[src/rtl/pipe_fifo_if.sv]
// Producer/consumer bundle for pipe_fifo. The master modport is the
// environment side and the slave modport is the FIFO side.
interface pipe_fifo_if #(
  parameter int WIDTH = 8,
  parameter int DEPTH = 7
);
  localparam int CW = $clog2(DEPTH + 1);

  logic [WIDTH-1:0] idata;
  logic             ivalid;
  logic             iready;
  logic [WIDTH-1:0] odata;
  logic             ovalid;
  logic             oready;
  logic [CW-1:0]    count;
  logic             almost_full;
  logic             almost_empty;

  modport master (
    output idata, ivalid, oready,
    input  iready, odata, ovalid, count, almost_full, almost_empty
  );

  modport slave (
    input  idata, ivalid, oready,
    output iready, odata, ovalid, count, almost_full, almost_empty
  );
endinterface

[src/rtl/pipe_fifo.sv]
// Synchronous FIFO with registered handshake and status outputs. Storage is
// a plain register array; count, pointers and flags are reset/flushed.
module pipe_fifo #(
  parameter int WIDTH    = 8,
  parameter int DEPTH    = 7,
  parameter int AF_LEVEL = DEPTH - 1,
  parameter int AE_LEVEL = 1
) (
  input  logic         clock,
  input  logic         reset,
  input  logic         flush,
  pipe_fifo_if.slave   bus
);
  localparam int CW = $clog2(DEPTH + 1);
  localparam int PW = $clog2(DEPTH);
  localparam logic [CW-1:0] DEPTH_C = CW'(DEPTH);
  localparam logic [CW-1:0] AF_C    = CW'(AF_LEVEL);
  localparam logic [CW-1:0] AE_C    = CW'(AE_LEVEL);
  localparam logic [PW-1:0] LAST_C  = PW'(DEPTH - 1);

  logic [WIDTH-1:0] mem_q [DEPTH];
  logic [PW-1:0]    wr_ptr_q, wr_ptr_d;
  logic [PW-1:0]    rd_ptr_q, rd_ptr_d;
  logic [CW-1:0]    count_q, count_d;
  logic             iready_q, iready_d;
  logic             ovalid_q, ovalid_d;
  logic             af_q, af_d;
  logic             ae_q, ae_d;
  logic             push, pop;

  // Handshake: a word transfers on a rising edge when valid and ready are both
  // high; ready never looks at valid, and a raised ovalid holds with stable
  // odata until it is popped, flushed or reset.
  assign push = bus.ivalid && iready_q && !flush;
  assign pop  = ovalid_q && bus.oready && !flush;

  always_comb begin
    wr_ptr_d = wr_ptr_q;
    rd_ptr_d = rd_ptr_q;
    count_d  = count_q;
    if (flush) begin
      wr_ptr_d = '0;
      rd_ptr_d = '0;
      count_d  = '0;
    end else begin
      if (push) wr_ptr_d = (wr_ptr_q == LAST_C) ? '0 : wr_ptr_q + 1'b1;
      if (pop)  rd_ptr_d = (rd_ptr_q == LAST_C) ? '0 : rd_ptr_q + 1'b1;
      if (push && !pop)      count_d = count_q + 1'b1;
      else if (pop && !push) count_d = count_q - 1'b1;
    end
    // Status flags follow the next-state count so they move with count.
    iready_d = (count_d < DEPTH_C);
    ovalid_d = (count_d != '0);
    af_d     = (count_d >= AF_C);
    ae_d     = (count_d <= AE_C);
  end

  always_ff @(posedge clock or posedge reset) begin
    if (reset) begin
      wr_ptr_q <= '0;
      rd_ptr_q <= '0;
      count_q  <= '0;
      iready_q <= 1'b1;
      ovalid_q <= 1'b0;
      af_q     <= 1'b0;
      ae_q     <= 1'b1;
    end else begin
      wr_ptr_q <= wr_ptr_d;
      rd_ptr_q <= rd_ptr_d;
      count_q  <= count_d;
      iready_q <= iready_d;
      ovalid_q <= ovalid_d;
      af_q     <= af_d;
      ae_q     <= ae_d;
    end
  end

  // Data storage is deliberately left out of reset and flush.
  always_ff @(posedge clock) begin
    if (push) mem_q[wr_ptr_q] <= bus.idata;
  end

  assign bus.iready       = iready_q;
  assign bus.ovalid       = ovalid_q;
  assign bus.odata        = mem_q[rd_ptr_q];
  assign bus.count        = count_q;
  assign bus.almost_full  = af_q;
  assign bus.almost_empty = ae_q;
endmodule

[src/flat_wrapper.sv]
// flat-port wrapper written by rule: the top's interface ports become plain ports
module pipe_fifo_flat 
#(
  parameter int WIDTH    = 8,
  parameter int DEPTH    = 7,
  parameter int AF_LEVEL = DEPTH - 1,
  parameter int AE_LEVEL = 1
)
  (clock, reset, flush, bus_idata, bus_ivalid, bus_oready, bus_iready, bus_odata, bus_ovalid, bus_count, bus_almost_full, bus_almost_empty);
  pipe_fifo_if #(.WIDTH(WIDTH), .DEPTH(DEPTH)) bus_i ();
  input  logic clock;
  input  logic reset;
  input  logic flush;
  input wire logic [$bits(bus_i.idata)-1:0] bus_idata;
  input wire logic [$bits(bus_i.ivalid)-1:0] bus_ivalid;
  input wire logic [$bits(bus_i.oready)-1:0] bus_oready;
  output wire logic [$bits(bus_i.iready)-1:0] bus_iready;
  output wire logic [$bits(bus_i.odata)-1:0] bus_odata;
  output wire logic [$bits(bus_i.ovalid)-1:0] bus_ovalid;
  output wire logic [$bits(bus_i.count)-1:0] bus_count;
  output wire logic [$bits(bus_i.almost_full)-1:0] bus_almost_full;
  output wire logic [$bits(bus_i.almost_empty)-1:0] bus_almost_empty;
  assign bus_i.idata = bus_idata;
  assign bus_i.ivalid = bus_ivalid;
  assign bus_i.oready = bus_oready;
  assign bus_iready = bus_i.iready;
  assign bus_odata = bus_i.odata;
  assign bus_ovalid = bus_i.ovalid;
  assign bus_count = bus_i.count;
  assign bus_almost_full = bus_i.almost_full;
  assign bus_almost_empty = bus_i.almost_empty;
  pipe_fifo #(.WIDTH(WIDTH), .DEPTH(DEPTH), .AF_LEVEL(AF_LEVEL), .AE_LEVEL(AE_LEVEL)) u_core (.clock(clock), .reset(reset), .flush(flush), .bus(bus_i));
endmodule
[config.mk]
export PLATFORM = sky130hd
export DESIGN_NAME = pipe_fifo_flat
export DESIGN_NICKNAME = d
export VERILOG_FILES = /design/src/rtl/pipe_fifo_if.sv /design/src/rtl/pipe_fifo.sv /design/src/flat_wrapper.sv
export SDC_FILE = /design/constraint.sdc
export NUM_CORES = 1
export LEC_CHECK = 0
export CORE_MARGIN = 2
export CORE_UTILIZATION = 49
export CTS_CLUSTER_DIAMETER = 60
export CTS_CLUSTER_SIZE = 14
export DETAILED_ROUTE_END_ITERATION = 8
export PLACE_DENSITY = 0.75
export SLEW_MARGIN = 30
export SYNTH_ARGS = -nofsm -noshare
export SYNTH_HDL_FRONTEND = slang
export SYNTH_SLANG_ARGS = --single-unit
[constraint.sdc]
create_clock -name clock -period 2 [get_ports clock]
set_input_delay 0.5 -clock clock [delete_from_list [all_inputs] [get_ports clock]]
set_output_delay 0.5 -clock clock [all_outputs]
set_load 0.005 [all_outputs]
Word-level counts from Yosys, hierarchy flattened --
Memories as Yosys holds them, arrays and structs flattened. Cells that the tools add are included.
Word-level totals: register bits 13, RAM bits 56, input bits 13, logic and storage cells 40, memories 1
Cells by class: $add $sub $neg 4, $lt $le $gt $ge 3, equality and inequality tests 2, muxes and demuxes 11, reductions and logical operators 12
Memories:
- u_core.mem_q | words 7, bits a word 8, read ports 1, clocked after memory_dff 0, write ports 1, line pipe_fifo.sv:21 | logic [WIDTH-1:0] mem_q [DEPTH];
Operator list (count):
- two-way mux 3 bit | 9
- adder 3 x 1 -> 3 bit (second input constant) | 3
- equality test 3 bit (second input constant) | 2
- logical AND 1 bit | 6
- nonzero test 2 bit | 2
- >= comparator 3 bit (second input constant) | 1
- less-or-equal comparator 3 x 1 -> 1 bit (second input constant) | 1
- logical NOT 1 bit | 3
- < comparator 3 bit (second input constant) | 1
- nonzero test 3 bit | 1
- subtractor 3 x 1 -> 3 bit (second input constant) | 1
- two-way mux 1 bit | 2

Longest topological paths before layout --
depth after elaboration 8, depth in mapped cells 6, depth with buffers taken out 6

Least setup slack after synthesis --
Ideal clock, no wire load.
path type flip-flop to flip-flop, start point register u_core.iready_q (netlist: u_core.bus.iready), end point memory u_core.mem_q[0][0], enable pin, library setup time 0.383 ns, data arrival time 1.678 ns, required time 1.617 ns, setup slack -0.062 ns, cell stages (with the launch flop) 4, path buffers 0, period minus slack after synthesis 2.062 ns, cell sequence dfstp_2 > nand2_1 > or3_1 > nor3_1
Between the ends: longest elaborated chain between the ends 4
RTL lines:
- from (decl) | line pipe_fifo.sv:25 | logic iready_q, iready_d;
- from (signal assigned) | line pipe_fifo.sv:71 | iready_q <= iready_d;
- logical AND 1 bit (2 in series) | line pipe_fifo.sv:34 | assign push = bus.ivalid && iready_q && !flush;
- two-way mux 1 bit | line pipe_fifo.sv:80 | if (push) mem_q[wr_ptr_q] <= bus.idata;
- two-way mux 1 bit (not written as such) | line pipe_fifo.sv:80
- to (decl) | line pipe_fifo.sv:21
Every way passes these cells.

Worst setup path after layout --
start point register u_core.rd_ptr_q[0], end point output port bus_odata[2]
Between the ends: longest elaborated chain between the ends 1
RTL lines:
- from (decl) | line pipe_fifo.sv:23 | logic [PW-1:0] rd_ptr_q, rd_ptr_d;
- from (signal assigned) | line pipe_fifo.sv:69 | rd_ptr_q <= rd_ptr_d;
- memory (7 x 8 bit)
- to (decl) | line flat_wrapper.sv:18 | output wire logic [$bits(bus_i.odata)-1:0] bus_odata;
Every way passes these cells.

==> summary.md <==
| Metric | Value |
|---|---|
| Seq/Total Area, Yosys | 70.8% |
| Root Buffer | clkbuf_8 |
| Sw Ratio | 24.8% |
| DR vias/cell | 5.41 |
| Cells after DPL | 294 |
| Height of the die | 80.1 um |
| Post-Syn Area | 2840 um2 |
| Peak Freq | 0.421 GHz |
| Initial drt markers | 131 |
| Drc violations | 0 |
| Vias in the first global route | 1,819 |
| Starting Density | 51.2% |
| Most frequent cells after synthesis | edfxtp_1 (56), nor2_1 (13), dfrtp_1 (11), mux2i_1 (11), nand2_1 (10) |
| Finished Layout Cells | 318 |
| Final Routed Wirelength | 5.71 mm |
| Routed wire per std cell | 17.9 um |
| Post-Synth Adder-Cell Area | 0.881% |
| Die Span X | 80.1 um |
| Antenna violations before repair | 0 |
| Tcrit/Tclk final | 119% |
| IO Count | 28 |
| EDFF count, synth | 56 |
| Post-synthesis simple-gate area fraction | 6.52% |
| Max-cap check violation count | 0 |
| CP Data Arrival Time | 1880 ps |
| DR pass1 iterations | 4 |
| Synthesized net count | 190 |
| Tot Pwr | 3.79 mW |
| Post-route setup slack | -376 ps |
| Die area | 6420 um2 |
| Average size of a mapped cell | 16.2 um2 |
| Crit Path Max Fanout | 4 |
| Cts bufs inserted | 9 |
| Switching power | 0.938 mW |
| Clock Latency Late Sink | 340 ps |
| Total GRT Usage | 20.1% |
| Clock skew | 5.42 ps |
| Clk buf depth | 2 |
| Area share of xor/xnor cells in the synthesized design | 1.50% |
| Setup CP Type | reg2out |
| Port Buffers | 27 |
| Post-synth top area share | 59.2% |
| CP Launch Type | register |
| Core area | 5540 um2 |
| Top-count cell post-synth | edfxtp_1 |
| Leakage power | 1.38 nW |
| Failing checks | negative setup slack |
| Async set-or-reset flop fraction in the synthesized netlist | 18.8% |
| Worst path most repeated cell | buf_6 |
| CP startpoint | u_core.rd_ptr_q[0]$_DFFE_PP0P_ |
| # diodes | 0 |
| Grt total ovfl | 0 |
| Multi-input gate area | 805 um2 |
| FF+latch count, synth | 69 |
| Worst-Margin Slew | 519 ps |
| Int Pwr | 2.85 mW |
| Setup TNS | -2750 ps |
| Post-DP Area | 3380 um2 |
| PD cells | 1020 nW/um2 |
| Sinks on Clock Net | 69 |
| Post-synthesis mux area share | 14.3% |
| Area Growth Syn to Fin | 30.4% |
| Final #Nets | 256 |
| Hold Path Class | in2async |
| Max incr delay on CP | 490 ps |
| Worst rel slew slack | 65.4% |
| Final hold violation count | 0 |
| Post-synthesis compound-gate area fraction | 4.19% |
| RSZ-0062 raised after global routing | true |
| Cells after Synth | 175 |
| Post-route cell area | 3700 um2 |
| Share of layout cells above drive strength 1 | 34.6% |
| Synth area leaders | edfxtp_1 (59%), dfrtp_1 (9.7%), mux4_2 (6.3%) |
| Main combinational cell family by area after synthesis | multiplexers |
| Synth Warn # | 0 |
| Clock-pin slew on the worst setup and hold paths | 70 ps |
| Final Max Tran Viols | 0 |
| Endpoints failing setup | 8 |
| Fin crit period | 2380 ps |
| Slowest stage cell, crit path | mux4_2 |
| Outcome | finished, violations left |
| Worst-path cell chain | buf_6, buf_6, mux4_2, mux2_4, buf_6 |
| Fillers | 370 |
| Top_reg_cell synth | edfxtp_1 |
| VDD IR max | 0.644 mV |
| Distinct cells, synth | 35 |
| Setup crit end kind | primary output |
| Seq pwr share | 44.7% |
| CTS tree | done |
| Placer Congestion | 0.799 |
| Routed Antenna Nets | 0 |
| Worst r2r path cells | 4 |
| Clock network power share | 32.7% |
| Reg2Reg Launch Point | u_core.bus.iready$_DFF_PP1_ |
| Comb pwr share | 22.6% |
| Via count | 1,721 |
| FF+latch area | 2010 um2 |
| Final Core Density | 66.8% |
| FP Rows | 27 |
| H-Tree Depth | 3 |
| Worst hold slack | 506 ps |
| Cell accounting for the most synthesized area | edfxtp_1 |
| First-pass GRT wire length | 9.07 mm |
| Post-DP HPWL | 3.75 mm |
| Critical Path RT | 1500 ps |
| Largest net degree at the start of global routing | 17 |
| Dpl ws | -258 ps |
## worst max-delay path, delay by kind of cell, from the launching register on
family | cells | cell delay, ps
flops | 1 | 390
buf+inv | 3 | 350
mux | 2 | 790
## flip-flops by register name (all words and copies together) (netlist names)
name	count
u_core.bus.iready	1
u_core.bus.almost_full	1
u_core.bus.ovalid	1
u_core.bus.count	3
u_core.rd_ptr_q	3
u_core.mem_q	56
u_core.bus.almost_empty	1
u_core.wr_ptr_q	3
## cells in the final DEF (no fill, tap or decap), types with 2 or more instances in the layout
master,n
a211oi_1,2
a21oi_1,3
a31oi_1,3
buf_2,2
buf_4,32
buf_6,11
bufinv_16,2
clkbuf_8,9
clkdlybuf4s50_1,19
clkinv_4,2
dfrtp_1,11
dfstp_2,2
edfxtp_1,56
ha_1,2
inv_1,3
mux2_2,3
mux2_4,6
mux2i_1,11
mux4_2,8
nand2_1,10
nand2b_1,2
nand3_1,3
nor2_1,13
nor3_1,3
o21ai_0,7
o21ai_1,2
xnor2_1,2
## metal layers
layer | part of all wire (%) | track usage (%)
met1 | 40 | 24.0
met2 | 54 | 34.4
met3 | 4.5 | 6.74
met4 | 1.4 | 6.78
met5 | 0 | 0
## final timing paths
kind	slack, ps	endpoint
hold / removal	510	u_core.wr_ptr_q[0]$_DFFE_PP0P_
setup reg to reg	330	u_core.mem_q[6][6]$_DFFE_PP_
setup / recovery	-380	bus_odata[2]
max in group asynchronous	1140	u_core.bus.almost_empty$_DFF_PP1_
hold reg to reg	640	u_core.wr_ptr_q[0]$_DFFE_PP0P_
min in group clock	640	u_core.wr_ptr_q[0]$_DFFE_PP0P_
## power groups by stage
stage                     Combinational (mW)  Sequential [mW]  Clock [mW]
after CTS                              0.826             1.69        1.26
after detailed placement               0.762             1.72           0
after floorplan                        0.393             1.71           0
final                                  0.856             1.69        1.24
after global routing                   0.934             1.70        1.33
after global placement                 0.730             1.71           0
## repair_timing
action	CTS	global route
hold buffers	0	0
endpoints found under the setup margin	8	8
pin swaps	0	1
cloned	0	0
resized for setup	44	7
buffers inserted	7	2
## logic make-up (layout without fill, tap and decap cells)
| group | Yosys count | after routing |
|---|---|---|
| flip-flops | 69 | 69 |
| adder cells (fa/ha/maj) | 2 | 2 |
| multiplexers | 29 | 29 |
| XOR/XNOR | 4 | 4 |
| buffers and inverters | 12 | 83 |
| AND/OR/NAND/NOR | 39 | 39 |
| AO/OA/AOI/OAI | 20 | 20 |
## layout make-up
| type | count | area share (%) |
|---|---|---|
| multi-input cells | 94 | 21.7 |
| clock buffers | 9 | 3.35 |
| well taps | 72 | 2.43 |
| inverters | 3 | 0.304 |
| repair buffers | 64 | 15.2 |
| flip-flops and latches | 69 | 54.3 |
| clock inverters | 7 | 2.67 |
No activity file was read; power rests on OpenSTA's default activity.
